$ cat src/rtl/lut_cfg_loader.sv
// Configuration loader for the fracturable dual-LUT cell.
// Collects WORD_W-bit beats LSB-first into a shift register, then publishes
// the complete CFG_WIDTH-bit word on config_out with a single-cycle cen pulse,
// so the LUT only ever captures whole configuration words.
module lut_cfg_loader #(
  parameter int INPUTS    = 4,
  parameter int MEM_SIZE  = 2**INPUTS,
  parameter int CFG_WIDTH = 2*MEM_SIZE+1,
  parameter int WORD_W    = 8,
  parameter int BEATS     = (CFG_WIDTH+WORD_W-1)/WORD_W
) (
  input  logic                         cclk,
  input  logic                         rst,
  input  logic                         cfg_start,
  input  logic [WORD_W-1:0]            cfg_data,
  input  logic                         cfg_valid,
  output logic                         cfg_ready,
  output logic [CFG_WIDTH-1:0]         config_out,
  output logic                         cen,
  output logic                         busy,
  output logic                         loaded,
  output logic [$clog2(BEATS+1)-1:0]   beat_count
);

  localparam int SRW = BEATS*WORD_W;
  localparam int BCW = $clog2(BEATS+1);
  localparam logic [BCW-1:0] LAST_BEAT = BCW'(BEATS-1);

  typedef enum logic {ST_LOAD, ST_COMMIT} state_t;

  state_t               r_state;
  logic [SRW-1:0]       r_sr;
  logic [BCW-1:0]       r_beat_count;
  logic [CFG_WIDTH-1:0] r_config_out;
  logic                 r_cen;
  logic                 r_loaded;

  logic                 w_accept;
  logic [SRW-1:0]       w_sr_next;

  // New beat enters at the top; the oldest WORD_W bits fall off the bottom.
  assign w_sr_next = SRW'({cfg_data, r_sr} >> WORD_W);
  assign cfg_ready = (r_state == ST_LOAD) && !cfg_start && !rst;
  assign w_accept  = cfg_valid && cfg_ready;

  // Loader FSM: shift beats in LOAD, publish the word and pulse cen in COMMIT.
  always_ff @(posedge cclk) begin
    if (rst) begin
      r_state      <= ST_LOAD;
      r_sr         <= '0;
      r_beat_count <= '0;
      r_config_out <= '0;
      r_cen        <= 1'b0;
      r_loaded     <= 1'b0;
    end else begin
      case (r_state)
        ST_LOAD: begin
          if (cfg_start) begin
            // Abort the partial word; the last committed word stays visible.
            r_sr         <= '0;
            r_beat_count <= '0;
          end else if (w_accept) begin
            r_sr <= w_sr_next;
            if (r_beat_count == LAST_BEAT) begin
              // Final beat: publish including this beat, padding bits dropped.
              r_config_out <= w_sr_next[CFG_WIDTH-1:0];
              r_beat_count <= '0;
              r_cen        <= 1'b1;
              r_state      <= ST_COMMIT;
            end else begin
              r_beat_count <= r_beat_count + 1'b1;
            end
          end
        end
        ST_COMMIT: begin
          // cfg_start is deliberately ignored here so the commit always lands.
          r_cen    <= 1'b0;
          r_loaded <= 1'b1;
          r_state  <= ST_LOAD;
        end
        default: r_state <= ST_LOAD;
      endcase
    end
  end

  assign config_out = r_config_out;
  assign cen        = r_cen;
  assign loaded     = r_loaded;
  assign beat_count = r_beat_count;
  assign busy       = (r_beat_count != '0) || (r_state == ST_COMMIT);

endmodule

$ cat config.mk
export PLATFORM = sky130hd
export DESIGN_NAME = lut_cfg_loader
export DESIGN_NICKNAME = d
export VERILOG_FILES = /design/src/rtl/lut_cfg_loader.sv
export SDC_FILE = /design/constraint.sdc
export NUM_CORES = 1
export LEC_CHECK = 0
export BUFFER_PORTS_ARGS = -buffer_cell sky130_fd_sc_hd__buf_4
export CAP_MARGIN = 20
export CORE_UTILIZATION = 45
export CTS_CLUSTER_DIAMETER = 40
export DETAILED_ROUTE_END_ITERATION = 8
export PLACE_DENSITY = 0.67
export SLEW_MARGIN = 40
export SYNTH_ARGS = -nofsm -noshare
export SYNTH_HDL_FRONTEND = slang
export SYNTH_SLANG_ARGS = --single-unit
$ cat constraint.sdc
create_clock -name cclk -period 4.55 [get_ports cclk]
set_input_delay 0.2275 -clock cclk [delete_from_list [all_inputs] [get_ports cclk]]
set_output_delay 0.2275 -clock cclk [all_outputs]
set_load 0.005 [all_outputs]
==> results of run 1 <==
==> final timing paths <==
kind | start | to | slack [ps]
setup / recovery | r_state | config_out[7] | 2700
setup reg to reg | r_state | config_out[7] | 2700
hold reg to reg | r_sr[22] | config_out[14] | 470
hold / removal | cfg_data[3] | r_sr[35] | 70
==> per-stage QoR <==
stage / cells / instance area, um^2
global route: 416 / 3310
CTS: 415 / 3300
detailed placement: 399 / 3070
floorplan: 302 / 2720
global placement: 399 / 3070
finish: 416 / 3310
==> state kept, by name (all words and copies together) (netlist names) <==
name,flops
beat_count,3
cen,1
config_out,33
loaded,1
r_sr,32
r_state,1
==> per-layer routing <==
| layer | track usage | up-vias |
|---|---|---|
| li1 | - | 1140 |
| met1 | 0.294 | 1025 |
| met2 | 0.288 | 55 |
| met3 | 0.0389 | 11 |
| met4 | 0.115 | 0 |
| met5 | 0 | - |
==> area by class of cell <==
cell class | count | area, um^2
clock buffer | 14 | 193
fill | 537 | 2370
timing repair buffer | 55 | 413
multi-input combinational | 190 | 1110
inverter | 12 | 45.0
sequential | 71 | 1420
tap | 72 | 90.1
clock inverter | 2 | 35.0
==> cell usage after synthesis, drive strengths merged, types with 2 or more instances <==
cell / count / share of area
a21oi: 36 / 0.066
buf: 11 / 0.029
clkbuf: 18 / 0.025
dfxtp: 71 / 0.52
ha: 2 / 0.0092
inv: 12 / 0.017
nand2: 11 / 0.015
nand2b: 25 / 0.058
nand3: 34 / 0.063
nor2: 7 / 0.0097
nor3: 2 / 0.0037
o21ai: 42 / 0.077
o22ai: 15 / 0.048
o32ai: 9 / 0.029
==> power groups by stage <==
| stage | clock (mW) | sequential (mW) | combinational [mW] |
|---|---|---|---|
| 2_1_floorplan | 0 | 0.641 | 0.0361 |
| 3_3_place_gp | 0 | 0.641 | 0.0519 |
| 3_5_place_dp | 0 | 0.641 | 0.0523 |
| 4_1_cts | 0.561 | 0.627 | 0.0526 |
| 5_1_grt | 0.590 | 0.627 | 0.0578 |
| 6_report | 0.557 | 0.627 | 0.0529 |
==> worst max-delay path: cells and delay by family, from the launching register on <==
kind / cells / cell delay (ps)
AOI/OAI and AO/OA: 2 / 380
DFF: 1 / 430
and+or+nand+nor: 1 / 870
==> logic make-up after synthesis <==
family	after synthesis	share of synthesized area
adders and majority gates	2	0.00921
buffers and inverters	41	0.0705
and+or+nand+nor	84	0.170
AOI/OAI and AO/OA	104	0.227
DFF	71	0.523
==> results.tsv, run 1 <==
stage	metric	value	unit
power	total_power	1.24	mW
min_path	min_path_type	input port to flop	
logic_synthesis	synth_area_per_cell	8.99	um^2
die	core_region_area	5680	um^2
drt	vias_per_cell	5.36	
layout	finish.net_count	353	
setup_path	crit_path_start_kind	flop	
drt	antenna_left	0	
cts	insertion_delay	340	ps
logic_synthesis	seq_area_frac_synth	0.523	
drt	wl_met1	3150	um
setup_path	crit_slowest_cell	or4b_4	
placement	portBuffers	51	
timing	finalCriticalPeriod	1850	ps
cts	cts_root_buf	clkbuf_8	
logic_synthesis	yosysWarnings	0	
timing	timing.final.ws_setup	2700	ps
logic_synthesis	ys_ff_latch	71	
power	p_switching	0.265	mW
grt	grt_max_degree	76	
logic_synthesis	ys.flop_type	dfxtp_1	
power	swShare	0.215	
logic_synthesis	ys_types	24	
logic_synthesis	syn-num-nets	316	
setup_path	ff2ff_path_depth	3	
placement	dp_slack	2470	ps
power	p_leak	1.19	nW
setup_path	cp_cell_sequence	or4b_4 > o21ai_0 > a21oi_1	
grt	gr-total-overflow	0	
placement	hpwl	3640	um
drt	wl_per_cell	14.6	um
drt	wl	6080	um
setup_path	max_stage_delay	870	ps
timing	maxSlewViolCount	0	
timing	hold_ws	74.1	ps
grt	grt_pass1_vias	2021	
cts	clk_pin_slew	70	ps
cts	ctsHoldBuffers	0	
setup_path	cp.arrival	2050	ps
layout	diodes	0	
power	p_comb_frac	0.043	
setup_path	criticalPathCategory	flop to flop	
power	p_int	0.971	mW
drt	firstDrtPassIters	4	
power	p_seq_frac	0.507	
cts	clkSinkCount	71	
placement	routabilityCongestion	0.791	
setup_path	path_max_fanout	58	
timing	finalSetupViolCount	0	
drt	routed-wl-met2	2510	um
grt	grt_pass1_wl	9940	um
setup_path	crit_path_end_kind	flop	
die	io_pins	52	
drt	wl_met3	301	um
timing	rsz0062_at_grt	no	
cts	numCtsBuffers	9	
grt	gr-usage-all-layers	0.206	
power	p_per_area	374	nW/um^2
drt	vias	2231	
timing	tightest_slew	710	ps
power	clockPowerShare	0.450	
cts	cts-resized-gates	0	
timing	final.setup.tns	0	ps
timing	slew_headroom	0.527	
layout	syn_to_final_growth	21.7	%
min_path	hold_depth	3	
run_status	run_status	completed	
layout	mostFrequentLayoutCells	dfxtp_1 (71), buf_4 (55), o21ai_0 (42), a21oi_1 (35), nand3_1 (34)	
die	die_x	79.7	um
power	irDropWorstVdd	0.000190	V
job	cap_violations	0	
layout	final_common_cell	dfxtp_1	
logic_synthesis	synth_area	2720	um^2
die	rows	27	
timing	fin_skew	4.72	ps
drt	drc	0	
cts	cts_tree	yes	
cts	cts_htree_levels	3	
die	die_h	79.7	um
cts	post_cts_buffers	0	
setup_path	required	4750	ps
timing	fmax	541	MHz
timing	hold_viol_final	0	
drt	top_layer_used	met4	
timing	final.period_utilization	0.407	
layout	layout-drive-gt1-share	0.235	
logic_synthesis	synth_edf_count	0	
grt	antenna_found_initial	0	
drt	drtIter0Drc	237	
logic_synthesis	synthCells	302	
die	initial_core_util	0.479	
cts	clockBufferDepth	2	
layout	final_util	0.583	
die	dieArea	6350	um^2
logic_synthesis	async_flop_share	0	
Power figures use the tool's default switching activity.
==> run 2: changes to the inputs <==
Settings changed: ABC_AREA set to 1, PLACE_DENSITY 0.67 to 0.69.
Clock period 4.55 ns to 1.5 ns, I/O delays scaled along.
==> results.tsv, run 2 <==
stage	metric	value	unit	change
logic_synthesis	synth_top_area_cell	dfxtp_1		unchanged
grt	antenna_found_initial	0		unchanged
layout	fillCellCount	599		was 537
setup_path	max_stage_delay	400	ps	was 870 ps
drt	vias	2622		was 2,231
timing	hold_viol_final	0		unchanged
timing	timing.final.ws_setup	127	ps	was 2700 ps
logic_synthesis	synthCells	394		was 302
setup_path	crit_slowest_cell	dfxtp_1		was or4b_4
layout	largest_reg_flops	33		unchanged
power	total_power	3.79	mW	was 1.24 mW
logic_synthesis	synth_area	2950	um^2	was 2720 um^2
logic_synthesis	syn-num-nets	408		was 316
run_status	run_status	completed		unchanged
timing	finalCriticalPeriod	1370	ps	was 1850 ps
drt	vias_per_cell	4.98		was 5.36
logic_synthesis	yosysWarnings	0		unchanged
die	die_h	83.0	um	was 79.7 um
cts	cts_tree	yes		unchanged
cts	cts_htree_levels	3		unchanged
logic_synthesis	synth_top_area_frac	0.481		was 0.523
grt	grt_max_degree	36		was 76
drt	drc	0		unchanged
die	core_region_area	6350	um^2	was 5680 um^2
job	cap_violations	0		unchanged
power	p_per_area	1050	nW/um^2	was 374 nW/um^2
timing	hold_ws	8.12	ps	was 74.1 ps
die	die_x	83.0	um	was 79.7 um
layout	finish.net_count	458		was 353
cts	clk_pin_slew	70	ps	about the same
setup_path	cp_cell_sequence	nor2_8 > nand3_4 > nor2_8 > buf_4 > nor2_1 > nor2_1		was or4b_4 > o21ai_0 > a21oi_1
cts	insertion_delay	340	ps	about the same
drt	drtIter0Drc	190		was 237
logic_synthesis	async_flop_share	0		unchanged
drt	wl	6390	um	was 6080 um
cts	cts_root_buf	clkbuf_8		unchanged
timing	finalSetupViolCount	0		unchanged
layout	layout-drive-gt1-share	0.203		was 0.235
grt	grt_pass1_wl	10500	um	was 9940 um
drt	firstDrtPassIters	4		unchanged
timing	final.period_utilization	0.915		was 0.407
setup_path	cp.arrival	1650	ps	was 2050 ps
placement	portBuffers	51		unchanged
placement	dp.cells	508		was 399
layout	fin_area	3630	um^2	was 3310 um^2
setup_path	required	1770	ps	was 4750 ps
cts	numCtsBuffers	9		unchanged
layout	syn_to_final_growth	22.8	%	was 21.7%
logic_synthesis	ys.flop_type	dfxtp_1		unchanged
placement	routabilityCongestion	0.777		was 0.791
cts	clkSinkCount	71		unchanged
setup_path	r2r_setup_slack	130	ps	was 2700 ps
die	dieArea	6890	um^2	was 6350 um^2
drt	wl_per_cell	12.1	um	was 14.6 um
placement	dp_slack	65.0	ps	was 2470 ps
setup_path	path_max_fanout	13		was 58
die	initial_core_util	0.465		was 0.479
timing	rsz0062_at_grt	no		unchanged
layout	final_common_cell	nor2_1		was dfxtp_1
layout	final_util	0.571		was 0.583
placement	dpl-instance-area	3370	um^2	was 3070 um^2
logic_synthesis	synth_edf_count	0		unchanged
power	irDropWorstVdd	0.000706	V	was 0.000190 V
setup_path	crit_path_end_kind	flop		unchanged
logic_synthesis	synth_commonest_cells	nand2_1 (72), nor2_1 (72), dfxtp_1 (71), nand3_1 (68), inv_1 (36)		was dfxtp_1 (71), o21ai_0 (42), a21oi_1 (36), nand3_1 (34), nand2b_1 (25)
logic_synthesis	seq_area_frac_synth	0.481		was 0.523
layout	final_cells	526		was 416
timing	fmax	728	MHz	was 541 MHz
timing	slew_headroom	0.762		was 0.527
timing	fin_skew	7.40	ps	was 4.72 ps
layout	diodes	0		unchanged
timing	tightest_slew	358	ps	was 710 ps
logic_synthesis	ys_types	20		was 24
layout	mostFrequentLayoutCells	nor2_1 (72), nand2_1 (71), dfxtp_1 (71), nand3_1 (68), buf_4 (61)		was dfxtp_1 (71), buf_4 (55), o21ai_0 (42), a21oi_1 (35), nand3_1 (34)
grt	gr-usage-all-layers	0.188		was 0.206
cts	post_cts_buffers	0		unchanged
timing	maxSlewViolCount	0		unchanged
logic_synthesis	synth.area.top_cells	dfxtp_1 (48%), nand3_1 (12%), nand2_1 (9.2%)		was dfxtp_1 (52%), o21ai_0 (7.7%), a21oi_1 (6.6%)
grt	gr-total-overflow	0		unchanged
placement	hpwl	4280	um	was 3640 um
die	io_pins	52		unchanged
die	rows	29		was 27
grt	grt_pass1_vias	2300		was 2,021
setup_path	criticalPathCategory	flop to flop		unchanged
power	p_leak	1.53	nW	was 1.19 nW
logic_synthesis	ys_ff_latch	71		unchanged
cts	clockBufferDepth	2		unchanged
drt	antenna_left	0		unchanged
logic_synthesis	synth_area_per_cell	7.49	um^2	was 8.99 um^2
min_path	min_path_type	input port to flop		unchanged
timing	final.setup.tns	0	ps	unchanged
setup_path	crit_path_start_kind	flop		unchanged
==> run 2: per-layer routing <==
| metal | vias up | share of wire | global-route usage |
|---|---|---|---|
| met2 | 65 | 0.46 | 0.291 |
| met1 | 1196 | 0.48 | 0.254 |
| li1 | 1350 | - | - |
| met3 | 11 | 0.040 | 0.0358 |
| met5 | - | 0 | 0 |
| met4 | 0 | 0.024 | 0.0893 |
==> run 2: final cells by class <==
cell class	instances	area, um^2	area share
timing repair buffer	65	528	0.146
clock inverter	6	83.8	0.0231
inverter	39	146	0.0404
multi-input combinational	258	1210	0.334
tap	77	96.3	0.0266
sequential	71	1420	0.392
clock buffer	10	138	0.0380
==> run 2: cell families after synthesis <==
logic type / Yosys count / synth area share
adder cells (fa/ha/maj): 2 / 0.00847
AND/OR/NAND/NOR: 220 / 0.335
flip-flops: 71 / 0.481
AO/OA/AOI/OAI: 35 / 0.0593
buffers and inverters: 66 / 0.116
==> run 2: power breakdown <==
part           switching, mW  internal (mW)  leakage, nW
logic                  0.133         0.0757        0.845
registers            0.00700           1.89        0.572
clock network          0.711          0.976        0.116
==> run 2: worst paths after layout <==
kind                from              to  cells after the start
max reg2reg      r_state  config_out[32]                      6
min reg2reg     r_sr[14]        r_sr[14]                      2
min          cfg_data[4]        r_sr[36]                      3
max              r_state  config_out[32]                      6
==> run 2: worst max-delay path: cells and delay by family, from the launching register on <==
family	cells	cell delay, ps
buf+inv	1	210
flops	1	400
simple gates	5	690
==> run 2: repair_timing <==
action / in CTS / in global routing
hold endpoints to repair: 1 / 0
hold buffers: 1 / 0
resized for setup: 0 / 3
setup endpoints to repair: 0 / 12
==> run 3: changes to the inputs <==
Settings changed: ABC_AREA 1 to unset, CTS_CLUSTER_SIZE set to 16, PLACE_DENSITY 0.69 to 0.7.
==> results.tsv, run 3 (same netlist as run 1, synthesis figures left out) <==
stage	metric	value	unit	change
run_status	run_status	completed		unchanged
placement	hpwl	3910	um	was 4280 um
timing	fmax	688	MHz	was 728 MHz
setup_path	path_max_fanout	18		was 13
grt	grt.busiest_layer	met2		unchanged
die	dieArea	6350	um^2	was 6890 um^2
cts	cts_htree_levels	3		unchanged
timing	slew_headroom	0.649		was 0.762
timing	finalCriticalPeriod	1450	ps	was 1370 ps
power	clockPowerShare	0.470		was 0.445
drt	wl	7440	um	was 6390 um
setup_path	crit_family	simple AND/OR/NAND/NOR gates		unchanged
setup_path	ff2ff_path_depth	3		was 6
grt	gr-usage-all-layers	0.207		was 0.188
setup_path	cp_cell_sequence	or4b_4 > buf_6 > o22ai_2		was nor2_8 > nand3_4 > nor2_8 > buf_4 > nor2_1 > nor2_1
die	io_pins	52		unchanged
setup_path	crit_slowest_cell	or4b_4		was dfxtp_1
layout	final_util	0.648		was 0.571
setup_path	cp.arrival	1730	ps	was 1650 ps
placement	portBuffers	51		unchanged
layout	largest_reg_flops	33		unchanged
timing	rsz0062_at_grt	no		unchanged
cts	cts_root_buf	clkbuf_8		unchanged
power	total_power	4.02	mW	was 3.79 mW
drt	drc	0		unchanged
power	p_int	3.15	mW	was 2.94 mW
timing	finalSetupViolCount	0		unchanged
drt	drtIter0Drc	235		was 190
timing	maxSlewViolCount	0		unchanged
job	cap_violations	0		unchanged
power	p_seq_frac	0.472		was 0.500
layout	finish.net_count	376		was 458
die	rows	27		was 29
drt	antenna_left	0		unchanged
layout	layout-drive-gt1-share	0.281		was 0.203
timing	tightest_slew	527	ps	was 358 ps
timing	hold_viol_final	0		unchanged
cts	numCtsBuffers	9		unchanged
setup_path	crit_path_start_kind	flop		unchanged
power	irDropWorstVdd	0.000698	V	was 0.000706 V
grt	grt_max_degree	58		was 36
cts	clkSinkCount	71		unchanged
setup_path	criticalPathCategory	flop to flop		unchanged
drt	firstDrtPassIters	5		was 4
setup_path	cp_num_buf_inv	1		unchanged
min_path	min_path_type	input port to flop		unchanged
layout	regArea	1420	um^2	about the same
grt	gr-total-overflow	0		unchanged
setup_path	crit_path_end_kind	flop		unchanged
cts	cts_tree	yes		unchanged
grt	grt_pass1_wl	9920	um	was 10,500 um
grt	use_met1	0.287		was 0.254
grt	antenna_found_initial	0		unchanged
setup_path	required	1780	ps	was 1770 ps
min_path	hold_depth	3		unchanged
cts	clockBufferDepth	2		unchanged
cts	clk_pin_slew	80	ps	was 70 ps
layout	diodes	0		unchanged
placement	dpl-instance-area	3180	um^2	was 3370 um^2
die	core_region_area	5680	um^2	was 6350 um^2
die	die_h	79.7	um	was 83.0 um
placement	routabilityCongestion	0.820		was 0.777
drt	vias	2430		was 2,622
timing	fin_skew	6.07	ps	was 7.40 ps
die	die_x	79.7	um	was 83.0 um
cts	insertion_delay	350	ps	was 340 ps
layout	fin_area	3680	um^2	was 3630 um^2
layout	final_common_cell	dfxtp_1		was nor2_1
layout	mostFrequentLayoutCells	dfxtp_1 (70), buf_4 (56), o21ai_0 (38), nand3_1 (33), a21oi_1 (29)		was nor2_1 (72), nand2_1 (71), dfxtp_1 (71), nand3_1 (68), buf_4 (61)
power	p_comb_frac	0.058		was 0.055
grt	use_met3	0.0377		was 0.0358
setup_path	worst-path-stages	3		was 6
die	initial_core_util	0.479		was 0.465
layout	multi_input_area	1160	um^2	was 1210 um^2
drt	vias_per_cell	5.54		was 4.98
power	p_leak	1.34	nW	was 1.53 nW
placement	dp.cells	407		was 508
timing	final.period_utilization	0.970		was 0.915
drt	wl_per_cell	16.9	um	was 12.1 um
layout	fillCellCount	470		was 599
power	p_switching	0.871	mW	was 0.851 mW
grt	met2_usage	0.297		was 0.291
power	p_per_area	1090	nW/um^2	was 1050 nW/um^2
grt	grt_pass1_vias	2042		was 2,300
power	swShare	0.217		was 0.224
layout	final_cells	439		was 526
layout	syn_to_final_growth	35.5	%	was 22.8%
setup_path	max_stage_delay	680	ps	was 400 ps
run 3: changes by cell type in the layout (fill, tap and decap cells not counted), sizes merged, moves of 3 or more:
| cell | change |
|---|---|
| nand2 | -62 |
| nand2b | +25 |
| nand3 | -35 |
| nor2 | -68 |
| clkinv | -4 |
| o22ai | +15 |
| or4b | +3 |
| o32ai | +9 |
| dlygate4sd3 | +7 |
| o21ai | +42 |
| clkbuf | +4 |
| inv | -25 |
run 3: path summary, 6_finish.rpt:
kind / startpoint / to / slack (ps)
max: r_state / r_sr[25] / 50
min: cfg_valid / beat_count[0] / 70
max reg2reg: r_state / r_sr[25] / 50
min reg2reg: r_sr[14] / config_out[6] / 470
run 3: power by group through the flow:
stage / Sequential (mW) / Clock [mW] / Combinational, mW
final: 1.90 / 1.89 / 0.233
after global routing: 1.90 / 1.98 / 0.248
after CTS: 1.90 / 1.90 / 0.198
after detailed placement: 1.95 / 0 / 0.178
after global placement: 1.94 / 0 / 0.176
after floorplan: 1.94 / 0 / 0.109
run 3: worst register-to-register path, stage by stage (launching register included):
cell and delay [ps]:
dfxtp_2 360, or4b_4 680, buf_6 200, o22ai_2 160
run 3: layer usage:
metal / part of all wire / vias up
met5: 0 / -
met4: 0.020 / 0
li1: - / 1193
met2: 0.46 / 94
met1: 0.46 / 1131
met3: 0.054 / 12
run 3: timing repair:
item                       4_1_cts  5_1_grt
cloned                           0        6
pin swaps                        1        2
buffers inserted                 0        2
hold buffers                     8        0
setup endpoints to repair       10       40
resized for setup                3       16
hold endpoints to repair         9        0
run 3: metrics by stage:
step	TNS (ps)	hold WS, ps	worst slack (ps)
final	0	65.7	45.5
after global routing	0	70.7	11.8
after global placement	0	280	17.4
after CTS	-3.04	37.6	-3.04
after floorplan	0	184	20.0
after detailed placement	-14.9	286	-14.9
run 3: area by class of cell:
| type | instances | area share |
|---|---|---|
| repair buffers | 76 | 0.193 |
| flip-flops and latches | 71 | 0.387 |
| clock inverters | 5 | 0.0282 |
| inverters | 12 | 0.0122 |
| well taps | 72 | 0.0245 |
| multi-input cells | 192 | 0.317 |
| clock buffers | 11 | 0.0384 |
